===== src/rtl/regular_min_max_inference.sv =====
// Bit-serial min/max fuzzy inference stage.
// Each rule i receives its antecedent degrees A_i and B_i MSB-first, one bit per cycle.
// The rule strength min(A_i, B_i) and the overall max over rules are both resolved
// bit-serially, so no degree is ever held in parallel form. The winning rule is tracked
// with a candidate mask that keeps the rules whose min still equals the running max.
module regular_min_max_inference #(
    parameter int N_RULES = 4,
    parameter int WIDTH   = 10,
    parameter int IDX_W   = (N_RULES > 1) ? $clog2(N_RULES) : 1
) (
    input  logic               clock,
    input  logic               reset,
    input  logic               io_start,
    input  logic               io_inValid,
    input  logic [N_RULES-1:0] io_inA,
    input  logic [N_RULES-1:0] io_inB,
    output logic               io_outResultValid,
    output logic               io_outResult,
    output logic               io_done,
    output logic [IDX_W-1:0]   io_outIndex
);

    // Counter must be able to express WIDTH itself so it never has to wrap.
    localparam int CNT_W = $clog2(WIDTH + 1);

    localparam logic [0:0] IDLE = 1'b0;
    localparam logic [0:0] RUN  = 1'b1;

    // Per-rule comparison state of the serial min: once A and B differ, the smaller
    // operand is known for all remaining bits.
    localparam logic [1:0] TIE    = 2'b00;
    localparam logic [1:0] A_LESS = 2'b01;
    localparam logic [1:0] B_LESS = 2'b10;

    localparam logic [CNT_W-1:0] LAST_BIT = CNT_W'(WIDTH - 1);
    localparam logic [CNT_W-1:0] FULL_CNT = CNT_W'(WIDTH);

    logic [0:0]               fsm_q, fsm_d;
    logic [CNT_W-1:0]         bit_cnt_q, bit_cnt_d;
    logic [N_RULES-1:0][1:0]  rule_state_q, rule_state_d;
    logic [N_RULES-1:0]       cand_q, cand_d;

    logic                     valid_q, valid_d;
    logic                     result_q, result_d;
    logic                     done_q, done_d;
    logic [IDX_W-1:0]         index_q, index_d;

    logic [N_RULES-1:0]       min_bit;
    logic                     max_bit;
    logic                     consume;
    logic                     last_bit;
    logic [N_RULES-1:0]       cand_upd;
    logic [IDX_W-1:0]         low_idx;

    assign consume  = (fsm_q == RUN) && io_inValid;
    assign last_bit = (bit_cnt_q == LAST_BIT);

    // Serial min per rule: follow the operand already known to be smaller, AND while tied.
    always_comb begin
        min_bit = '0;
        for (int i = 0; i < N_RULES; i++) begin
            unique case (rule_state_q[i])
                A_LESS:  min_bit[i] = io_inA[i];
                B_LESS:  min_bit[i] = io_inB[i];
                default: min_bit[i] = io_inA[i] & io_inB[i];
            endcase
        end
    end

    // Serial max over the surviving candidates; a 1 bit eliminates rules that output 0.
    always_comb begin
        max_bit  = |(min_bit & cand_q);
        cand_upd = max_bit ? (cand_q & min_bit) : cand_q;
    end

    // Lowest set index of the updated candidate mask; the mask is never empty.
    always_comb begin
        low_idx = '0;
        for (int i = N_RULES - 1; i >= 0; i--) begin
            if (cand_upd[i]) begin
                low_idx = IDX_W'(unsigned'(i));
            end
        end
    end

    // Next-state logic for the FSM, bit counter, min states and candidate mask.
    always_comb begin
        fsm_d        = fsm_q;
        bit_cnt_d    = bit_cnt_q;
        rule_state_d = rule_state_q;
        cand_d       = cand_q;

        unique case (fsm_q)
            IDLE: begin
                if (io_start) begin
                    fsm_d        = RUN;
                    bit_cnt_d    = '0;
                    rule_state_d = '0;
                    cand_d       = '1;
                end
            end
            default: begin
                // io_start is deliberately ignored here; a run cannot be restarted.
                if (io_inValid) begin
                    for (int i = 0; i < N_RULES; i++) begin
                        if (rule_state_q[i] == TIE) begin
                            if (!io_inA[i] && io_inB[i]) begin
                                rule_state_d[i] = A_LESS;
                            end else if (io_inA[i] && !io_inB[i]) begin
                                rule_state_d[i] = B_LESS;
                            end
                        end
                    end
                    cand_d = cand_upd;
                    if (bit_cnt_q != FULL_CNT) begin
                        bit_cnt_d = bit_cnt_q + CNT_W'(1);
                    end
                    if (last_bit) begin
                        fsm_d = IDLE;
                    end
                end
            end
        endcase
    end

    // Registered output stage: one cycle of latency per consumed bit.
    always_comb begin
        valid_d  = consume;
        result_d = consume & max_bit;
        done_d   = consume & last_bit;
        index_d  = (consume && last_bit) ? low_idx : index_q;
    end

    // Inference state registers.
    always_ff @(posedge clock or posedge reset) begin
        if (reset) begin
            fsm_q        <= IDLE;
            bit_cnt_q    <= '0;
            rule_state_q <= '0;
            cand_q       <= '1;
        end else begin
            fsm_q        <= fsm_d;
            bit_cnt_q    <= bit_cnt_d;
            rule_state_q <= rule_state_d;
            cand_q       <= cand_d;
        end
    end

    // Output registers.
    always_ff @(posedge clock or posedge reset) begin
        if (reset) begin
            valid_q  <= 1'b0;
            result_q <= 1'b0;
            done_q   <= 1'b0;
            index_q  <= '0;
        end else begin
            valid_q  <= valid_d;
            result_q <= result_d;
            done_q   <= done_d;
            index_q  <= index_d;
        end
    end

    assign io_outResultValid = valid_q;
    assign io_outResult      = result_q;
    assign io_done           = done_q;
    assign io_outIndex       = index_q;

endmodule


===== config.mk =====
export PLATFORM = sky130hd
export DESIGN_NAME = regular_min_max_inference
export DESIGN_NICKNAME = d
export VERILOG_FILES = /design/src/rtl/regular_min_max_inference.sv
export SDC_FILE = /design/constraint.sdc
export NUM_CORES = 1
export LEC_CHECK = 0
export ABC_AREA = 1
export CORE_ASPECT_RATIO = 0.6
export CORE_MARGIN = 4
export CORE_UTILIZATION = 54
export DETAILED_ROUTE_END_ITERATION = 8
export GPL_TIMING_DRIVEN = 0
export PLACE_DENSITY = 0.78
export SYNTH_ARGS = -nofsm -noshare
export SYNTH_HDL_FRONTEND = slang
export SYNTH_SLANG_ARGS = --single-unit

===== constraint.sdc =====
create_clock -name clock -period 1.77 [get_ports clock]
set_input_delay 0.177 -clock clock [delete_from_list [all_inputs] [get_ports clock]]
set_output_delay 0.177 -clock clock [all_outputs]
set_load 0.01 [all_outputs]

==> flow_summary.toml <==
[setup_path]
cp_max_fo = 5
crit_path_start_kind = "register"
cp.arrival_ns = 1.91
required_ns = 1.93
worstSetupPathType = "reg2reg"
r2r_setup_slack_ns = 0.02
worstSetupEndpointType = "register"

[sta]
slew_violations = 0
period_minus_slack_ns = 1.75
relSlewSlack_pct = 43.6
tightest_slew_ns = 0.845
hold_viol = 0
rsz0062_at_grt = "yes"
finalSetupViolCount = 0
fmax_ghz = 0.573
fin_worst_skew_ns = 0.00201
period_share_pct = 98.7

[layout]
nFillCells = 149
stdcell_count = 241
final_core_util_pct = 79.7
areaGrowthSynthToFinish_pct = 31.5
antennaDiodeCount = 0
drive_gt1_share_pct = 26.1
layout.nets = 239

[placed_design]
hpwl_um = 2190
port_buffers = 16
gp_congestion = 0.792
dp_cells = 229

[routing]
first_pass_iters = 4
num_vias = 1242
antenna_left = 0
route.detailed.drc = 0
drt_iter0_drc = 48
wire_per_inst_um = 13.8
drt-total-wl_um = 3320
via_per_inst = 5.15

[floorplan]
die-area_um2 = 3500
core-area_um2 = 2310
num_io_pins = 17
start_util_pct = 60.6
die_h_um = 47.4
die_width_um = 73.7
rows = 13

[grt]
grt_max_degree = 23
grt_antenna_before_repair = 0
grt_pass1_wl_um = 4760
grt_pass1_vias = 1102
track_usage_pct = 18.4
grt_overflow = 0

[clock_tree]
cts_max_path_buffers = 2
clk_pin_slew_worst_paths_ns = 0.08
numCtsBuffers = 3
clock_sinks = 22
cts_hold_buf = 0
insertion_delay_ns = 0.27
ctsHtreeMaxLevel = 1
cts-root-buf = "clkbuf_8"
cts_tree = "yes"

[synthesis]
yosys_warnings = 0
syn_nets = 210
synth_area_um2 = 1400
ys_seq_elements = 22
postSynthCellCount = 183
ys_seq_area_share_pct = 39.7
synth.distinct_cells = 23
syn_area_per_cell_um2 = 7.65

[outcome]
status = "completed"

[min_path]
hp-class = "in2async"

[power]
irDropWorstVdd_uv = 1060
leakagePower_nw = 0.942
powerDensity_nw_per_um2 = 1890

[job]
cap_violations = 0
==> state kept, by name (all words and copies together), names as in the netlist <==
signal	flops
bit_cnt_q	4
cand_q	4
fsm_q	1
io_done	1
io_outIndex	2
io_outResult	1
io_outResultValid	1
rule_state_q	8
==> timing repair <==
item | in CTS | in global routing
resized for setup | 1 | 32
pin swaps | 0 | 11
endpoints found under the setup margin | 1 | 4
buffers inserted | 0 | 9
==> cell families after synthesis <==
family	after synthesis	synth area share, %
fa+ha+maj	15	13.4
buf+inv	32	9.38
compound gates	25	10.0
flops	22	39.7
simple gates	89	27.5
==> power by group <==
part	total, mW	internal [mW]	switching (mW)
clock network	0.369	0.199	0.171
registers	0.982	0.769	0.213
logic	2.13	0.959	1.17
total	3.48	1.93	1.56
==> layout by cell type, fill, tap and decap left out, types with 2 or more instances in the layout <==
cell type	instances
o21ai_0	9
nor2_4	2
nand2_2	8
inv_1	21
o21ai_1	6
nor3_1	2
buf_4	5
ha_4	4
ha_2	2
a21oi_1	5
nand3_2	6
dfstp_2	4
inv_2	10
dfrtp_1	18
nor2_1	12
clkbuf_8	4
ha_1	9
nand2_1	53
clkdlybuf4s50_1	16
buf_6	3
nand3_1	3
==> through the flow <==
step	hold WS (ns)	area, µm²	setup WS [ns]	TNS (ns)	power, mW
after floorplan	0.163	1400	0.265	0	2.02
after global placement	0.468	1600	0.0802	0	2.33
after detailed placement	0.483	1600	-0.00641	-0.00641	2.44
after CTS	0.425	1660	0.00772	0	2.83
after global routing	0.477	1840	-0.0493	-0.109	3.77
final	0.383	1840	0.0238	0	3.48
==> layer usage <==
metal | routed length (µm) | GRT usage [%] | part of all wire [%] | up-vias
met5 | 0 | 0 | 0 | -
met4 | 63 | 5.78 | 1.9 | 0
met3 | 166 | 5.66 | 5.0 | 8
met2 | 1540 | 31.2 | 47 | 29
met1 | 1540 | 23.2 | 47 | 576
li1 | - | - | - | 629
==> worst max-delay path, stage by stage, from the launching register on <==
cell      delay [ns]
dfrtp_1         0.41
inv_2           0.07
ha_4            0.27
inv_1           0.04
a21oi_1         0.18
nand2_2         0.10
nand2_2         0.08
nor2_4          0.06
a21boi_2        0.19
nand2_1         0.07
nand2_1         0.10
nand2_1         0.06
==> final cells by class <==
| class | count | area, µm² | area share, % |
|---|---|---|---|
| sequential | 22 | 556 | 30.2 |
| clock buffer | 4 | 55.1 | 2.99 |
| timing repair buffer | 24 | 231 | 12.6 |
| multi-input combinational | 129 | 831 | 45.1 |
| buffer | 1 | 15.0 | 0.815 |
| tap | 30 | 37.5 | 2.04 |
| inverter | 31 | 116 | 6.32 |
==> cells in the mapped netlist, drive strengths merged <==
master,n,share of area [%]
nand2,61,17
inv,31,8.3
dfrtp,18,32
o21ai,16,6.0
ha,15,13
nor2,15,4.9
nand3,10,4.8
a21oi,6,2.1
dfstp,4,7.5
nor3,2,0.71
a21boi,1,0.80
a22oi,1,0.54
buf,1,1.1
nor3b,1,0.54
o21bai,1,0.54
==> worst paths after layout <==
check	cells past startpoint	startpoint	to
min	2	reset	rule_state_q[7]$_DFFE_PP0P_
max in group asynchronous	2	reset	io_outResultValid$_DFF_PP0_
min reg2reg	2	io_outIndex[0]$_DFFE_PP0P_	io_outIndex[0]$_DFFE_PP0P_
max	11	rule_state_q[1]$_DFFE_PP0P_	io_outIndex[0]$_DFFE_PP0P_
min in group clock	3	io_start	fsm_q$_DFF_PP0_
max reg2reg	11	rule_state_q[1]$_DFFE_PP0P_	io_outIndex[0]$_DFFE_PP0P_
No activity file was read; power rests on OpenSTA's default activity.
==> RTL edit 1 (config.mk and constraints unchanged) <==
Register the inputs `io_start`, `io_inValid`, `io_inA` and `io_inB` before use, with the module's reset. The logic sees them one clock later.
--- a/src/rtl/regular_min_max_inference.sv
+++ b/src/rtl/regular_min_max_inference.sv
@@ -37,2 +37,21 @@
 
+    logic io_start_q;
+    logic io_inValid_q;
+    logic [N_RULES-1:0] io_inA_q;
+    logic [N_RULES-1:0] io_inB_q;
+
+    always_ff @(posedge clock or posedge reset) begin
+        if (reset) begin
+            io_start_q   <= '0;
+            io_inValid_q <= '0;
+            io_inA_q     <= '0;
+            io_inB_q     <= '0;
+        end else begin
+            io_start_q   <= io_start;
+            io_inValid_q <= io_inValid;
+            io_inA_q     <= io_inA;
+            io_inB_q     <= io_inB;
+        end
+    end
+
     logic [0:0]               fsm_q, fsm_d;
@@ -54,3 +73,3 @@
 
-    assign consume  = (fsm_q == RUN) && io_inValid;
+    assign consume  = (fsm_q == RUN) && io_inValid_q;
     assign last_bit = (bit_cnt_q == LAST_BIT);
@@ -62,5 +81,5 @@
             unique case (rule_state_q[i])
-                A_LESS:  min_bit[i] = io_inA[i];
-                B_LESS:  min_bit[i] = io_inB[i];
-                default: min_bit[i] = io_inA[i] & io_inB[i];
+                A_LESS:  min_bit[i] = io_inA_q[i];
+                B_LESS:  min_bit[i] = io_inB_q[i];
+                default: min_bit[i] = io_inA_q[i] & io_inB_q[i];
             endcase
@@ -94,3 +113,3 @@
             IDLE: begin
-                if (io_start) begin
+                if (io_start_q) begin
                     fsm_d        = RUN;
@@ -103,8 +122,8 @@
                 // io_start is deliberately ignored here; a run cannot be restarted.
-                if (io_inValid) begin
+                if (io_inValid_q) begin
                     for (int i = 0; i < N_RULES; i++) begin
                         if (rule_state_q[i] == TIE) begin
-                            if (!io_inA[i] && io_inB[i]) begin
+                            if (!io_inA_q[i] && io_inB_q[i]) begin
                                 rule_state_d[i] = A_LESS;
-                            end else if (io_inA[i] && !io_inB[i]) begin
+                            end else if (io_inA_q[i] && !io_inB_q[i]) begin
                                 rule_state_d[i] = B_LESS;
Check against the original RTL: not equivalent (Yosys sat finds a counterexample within 4 cycles, from zero or initial values and one cycle with reset high).
==> RTL edit 1 against the original RTL <==
Cell count up 9.5%. Critical path type unchanged. Worst hold slack worse by 59 ps. Cell area rose by 15%. Sequential cell count is 10 higher. Largest cell class is now registers. Worst setup slack improved by 44 ps. Via count grew 6.6%. Wire length is 6.1% higher. Largest power group unchanged. Non-clock buffer count is 1 higher. Maximum frequency up 2.6%. Power up 11%. Sequential power is 22% higher. Synthesized area is 20% higher.
==> RTL edit 1: results (changes against the original RTL) <==
STA classifies the critical path startpoint as a flip-flop. The clock skew after layout is 6.848 ps (+4.837 ps). In this design, the largest share of critical-path delay is due to simple AND/OR/NAND/NOR gates. The cell sitting at the root of the clock tree is a sky130_fd_sc_hd__clkbuf_8. The ratio of routed vias to standard cells came out at 5.015 (-2.7%). The flow ran to the end, and the final reports show no timing, DRC or antenna violations. The static leakage power is 1.089 nW (+16%). The H-tree level count came out at 2 (+1). The largest individual stage delay along the critical path comes from the cell sky130_fd_sc_hd__dfrtp_1. The worst-skew pair later-pin latency was 290 ps (+20 ps). The maximum number of buffers from clock root to sink came to 2 (unchanged). The clock transition time at the flip-flop clock pins of the worst setup and hold paths is 70 ps.

The initial antenna violation count came out at 0 (unchanged). The slack of the worst reg-to-reg path came out at 70 ps (+40 ps). The TritonCTS buffer count came out at 5 (+2).

The depth of the worst hold-timing path came out at 1. The post-layout net count is 248 (+3.8%). The cell area after placement is 0.001897 mm² (+19%). After synthesis, the cell types taking the most area are sky130_fd_sc_hd__dfrtp_1 42%, sky130_fd_sc_hd__nand2_1 12%, sky130_fd_sc_hd__ha_1 11%. The share of final-layout standard cells stronger than drive strength 1 is 0.2387 (-0.02192). The launch instance of the worst register-to-register path is rule_state_q[0]. The worst ir drop on vdd came to 0.8833 mV (-16%).

The number of routed nets with antenna violations came out at 0 (unchanged). The share of flip-flops with an asynchronous set or reset after synthesis was 1.000 (unchanged). The final-layout fill cell count came out at 214 (+44%).

The number of flip-flops under the largest register name is 8 (unchanged). The highest cell delay on the worst timing path is 410 ps (about the same). The routability-driven placement congestion ratio is 0.8313 (+5.0%). The arrival time of the worst setup path was 1880 ps (-30 ps). The net count after synthesis is 216 (+2.9%).

The measured slew at the worst slew-check pin came out at 1178 ps (+332.9 ps). The first-pass GRT wire length came out at 5.395 mm (+13%). The warning count from the yosys run came out at 0 (unchanged).

The register with the most flip-flops in the final layout is rule_state_q. The post-detailed-routing wire length came out at 3.518 mm (+6.1%). The number of distinct library cells after synthesis is 25 (+8.7%). The maximum number of pins on one net before global-route repair was 33 (+43%). The via count of the first global-routing pass came out at 1,235 (+12%). The depth of the worst register-to-register path is 12 (+1). The worst register-to-register path ends at io_outIndex[1]. The largest fanout on the critical path is 5 (unchanged). The critical path ends at io_outIndex[1].

The via total after detailed routing came out at 1,324 (+6.6%). The global-route total usage across every layer is 0.1809 (-0.003311). The number of inserted diodes came out at 0 (unchanged).

The count of TritonRoute iterations in the first routing pass came to 6 (+2). The commonest cells after synthesis are 53 x sky130_fd_sc_hd__nand2_1, 30 x sky130_fd_sc_hd__inv_1, 28 x sky130_fd_sc_hd__dfrtp_1. The initial DRC count is 111 (+130%). The switching part of the total came out at 0.4202 (-0.02697). In this run the worst hold path is classified as primary input to flip-flop. The synthesized area per cell came out at 8.911 µm² (+16%). The power per cell area came out at 1827 mW/mm² (-3.4%). The sequential share of the synthesized area came to 0.4785 (+0.08167).

In the synthesized netlist the dominant register cell turns out to be sky130_fd_sc_hd__dfrtp_1. The number of buffer cells added on primary ports is 16 (unchanged). The HPWL after detailed placement came to 2.416 mm (+10%).
==> RTL edit 1: routing by layer <==
layer	vias to the layer above	wire length, µm	track usage
li1	650	-	-
met1	625	1539	0.2052
met2	38	1709	0.3104
met3	11	190	0.05458
met4	0	79	0.09270
met5	-	0	0
==> RTL edit 1: power groups by stage <==
stage	Combinational (W)	Clock, W	Sequential [W]
2_1_floorplan	0.00129	0	0.00118
3_3_place_gp	0.00157	0	0.00119
3_5_place_dp	0.00165	0	0.00121
4_1_cts	0.00167	0.000631	0.00120
5_1_grt	0.00229	0.000662	0.00124
6_report	0.00205	0.000618	0.00120
==> RTL edit 1: area by class of cell <==
cell class                      instances  share of cell area
Buffer                                  1            0.005310
Clock buffer                            8             0.04720
Inverter                               32             0.05664
Multi-Input combinational cell        124              0.3770
Sequential cell                        32              0.3799
Tap cell                               42             0.02478
Timing Repair Buffer                   25              0.1091
==> RTL edit 1: metrics by stage <==
step	hold slack, ps	worst slack [ps]	power, W	TNS [ps]
5_1_grt	318.3	-50.03	0.004189	-90.44
2_1_floorplan	208.4	233.9	0.002461	0
3_3_place_gp	465.8	136.8	0.002756	0
6_report	323.7	68.18	0.003874	0
4_1_cts	319.6	48.13	0.003505	0
3_5_place_dp	480.9	71.40	0.002865	0
==> RTL edit 1: cells by family after synthesis <==
logic type	after synthesis	share of synthesized area
AO/OA/AOI/OAI	25	0.09287
XOR/XNOR	1	0.005202
adder cells (fa/ha/maj)	15	0.1114
buffers and inverters	33	0.07801
flip-flops	32	0.4785
AND/OR/NAND/NOR	83	0.2340
==> RTL edit 1: worst min path at each step <==
stage,from,end
after floorplan,io_inA[0],io_inA_q[0]
after global placement,io_outIndex[1],io_outIndex[1]
after detailed placement,io_outIndex[0],io_outIndex[0]
after CTS,io_inA[3],io_inA_q[3]
after global routing,io_inA[3],io_inA_q[3]
final,io_inA[3],io_inA_q[3]
==> RTL edit 1: timing repair <==
action,CTS,global route
setup buffers,0,9
gates resized for setup,0,15
setup endpoints to repair,0,4
==> RTL edit 2 (same flow settings) <==
Without the edit above. Change the parameter `N_RULES` from 4 to 2.
--- a/src/rtl/regular_min_max_inference.sv
+++ b/src/rtl/regular_min_max_inference.sv
@@ -6,3 +6,3 @@
 module regular_min_max_inference #(
-    parameter int N_RULES = 4,
+    parameter int N_RULES = 2,
     parameter int WIDTH   = 10,
Interface: changed (resized io_inA, io_inB and io_outIndex); port bits go from 17 to 12. The function was not compared with the original's and may differ.
==> RTL edit 2 against the original RTL <==
Power fell by 56%. Sequential cell count fell by 7. Sequential share of layout area rose by 5.6 points. Cell area fell by 43%. Synthesized area fell by 36%. Critical path type unchanged. Wire length fell by 49%. Critical path depth fell by 2. Worst setup slack improved by 340 ps.
==> RTL edit 2: results (changes against the original RTL) <==
In the final layout, the registers with the most flip-flops are bit_cnt_q x4, rule_state_q x4, cand_q x2. The synthesized area per cell is 7.917 µm² (+3.5%). The buffer share of cell area is 0.1043 (-0.02957).

The flip-flop and latch share of the layout cell area came out at 0.3578 (+0.05619). The via total after detailed routing is 749 (-40%). The measured slew at the worst slew-check pin came out at 561.4 ps (-283.6 ps).

The post-detailed-routing wire length came out at 1.693 mm (-49%). The number of buffer cells added on primary ports is 11 (-5). The count of placed standard cells including taps is 143 (-38%). The tree is rooted in a sky130_fd_sc_hd__clkbuf_4.

The highest cell delay on the worst timing path came out at 390 ps (-20 ps). The first-pass GRT wire length is 2.608 mm (-45%). After synthesis, the most frequently instantiated cells are 33 x sky130_fd_sc_hd__nand2_1, 17 x sky130_fd_sc_hd__inv_1, 13 x sky130_fd_sc_hd__dfrtp_1. The worst-skew pair later-pin latency came out at 290 ps (+20 ps). The number of distinct library cells after synthesis came out at 19 (-17%). The combinational power share came to 0.471 (-0.141). The share of total power in the clock network is 0.129 (+0.023). The global-route total usage across every layer is 0.1560 (-0.02821). The largest fanout on the critical path came out at 3 (-2). The share of final-layout standard cells stronger than drive strength 1 came to 0.1016 (-0.1591). The cell area after placement is 0.001028 mm² (-36%). The standard cell core area was 0.001555 mm² (-33%).

The net count after synthesis is 130 (-38%). The worst-case setup slack after placement came out at 358.9 ps (+365.3 ps). The multi-input gate share of the layout cell area is 0.4206 (-0.03047). The filler-free cell count of the finished design is 147 (-39%). The via count of the first global-routing pass came out at 574 (-48%).

The number of synthesized register bits came out at 15 (-32%). The number of ordinary inverters in the final layout is 18 (-42%). The arrival time of the worst setup path came out at 1590 ps (-320 ps). The maximum number of pins on one net before global-route repair is 16 (-30%). By area the synthesized netlist is led by sky130_fd_sc_hd__dfrtp_1 36%, sky130_fd_sc_hd__nand2_1 14%, sky130_fd_sc_hd__ha_1 13%. The area overhead of the layout relative to synthesis is 18.04%. The clock tree cell share of total cell area came out at 0.02607 (-0.003825). The routability-driven placement congestion ratio came out at 0.7769 (-1.9%). The HPWL after detailed placement came out at 1.330 mm (-39%). The switching part of the total is 0.4179 (-0.02922).

The number of cells upsized or downsized after cts is 0 (-1). The worst ir drop on vdd came out at 0.8466 mV (-20%). The final-layout fill cell count is 132 (-11%).

The flow ran to the end, and the final reports show no timing, DRC or antenna violations. The gate family responsible for the most delay along the worst path is flip-flops.
RTL edit 2: worst paths after layout:
kind                            startpoint           end  slack [ps]  depth (start not counted)
setup / recovery           rule_state_q[0]   io_outIndex         370                          9
hold / removal                       reset  bit_cnt_q[2]         230                          2
setup reg to reg           rule_state_q[0]   io_outIndex         370                          9
hold reg to reg                io_outIndex   io_outIndex         510                          2
max in group asynchronous            reset  bit_cnt_q[1]        1160                          2
min in group clock                io_start         fsm_q         480                          3
RTL edit 2: layer usage:
layer  vias to the layer above  GRT usage  wire, µm
li1                        387          -         -
met1                       342     0.2076       860
met2                        20     0.2500       692
met3                         0    0.05921       140
met4                         0    0.01622         0
met5                         -          0         0
RTL edit 2: kinds of logic after synthesis:
group | after synthesis | share of synthesized area
adder cells (fa/ha/maj) | 9 | 0.1259
flip-flops | 15 | 0.4224
AND/OR/NAND/NOR | 56 | 0.2643
AO/OA/AOI/OAI | 15 | 0.1063
buffers and inverters | 18 | 0.08112
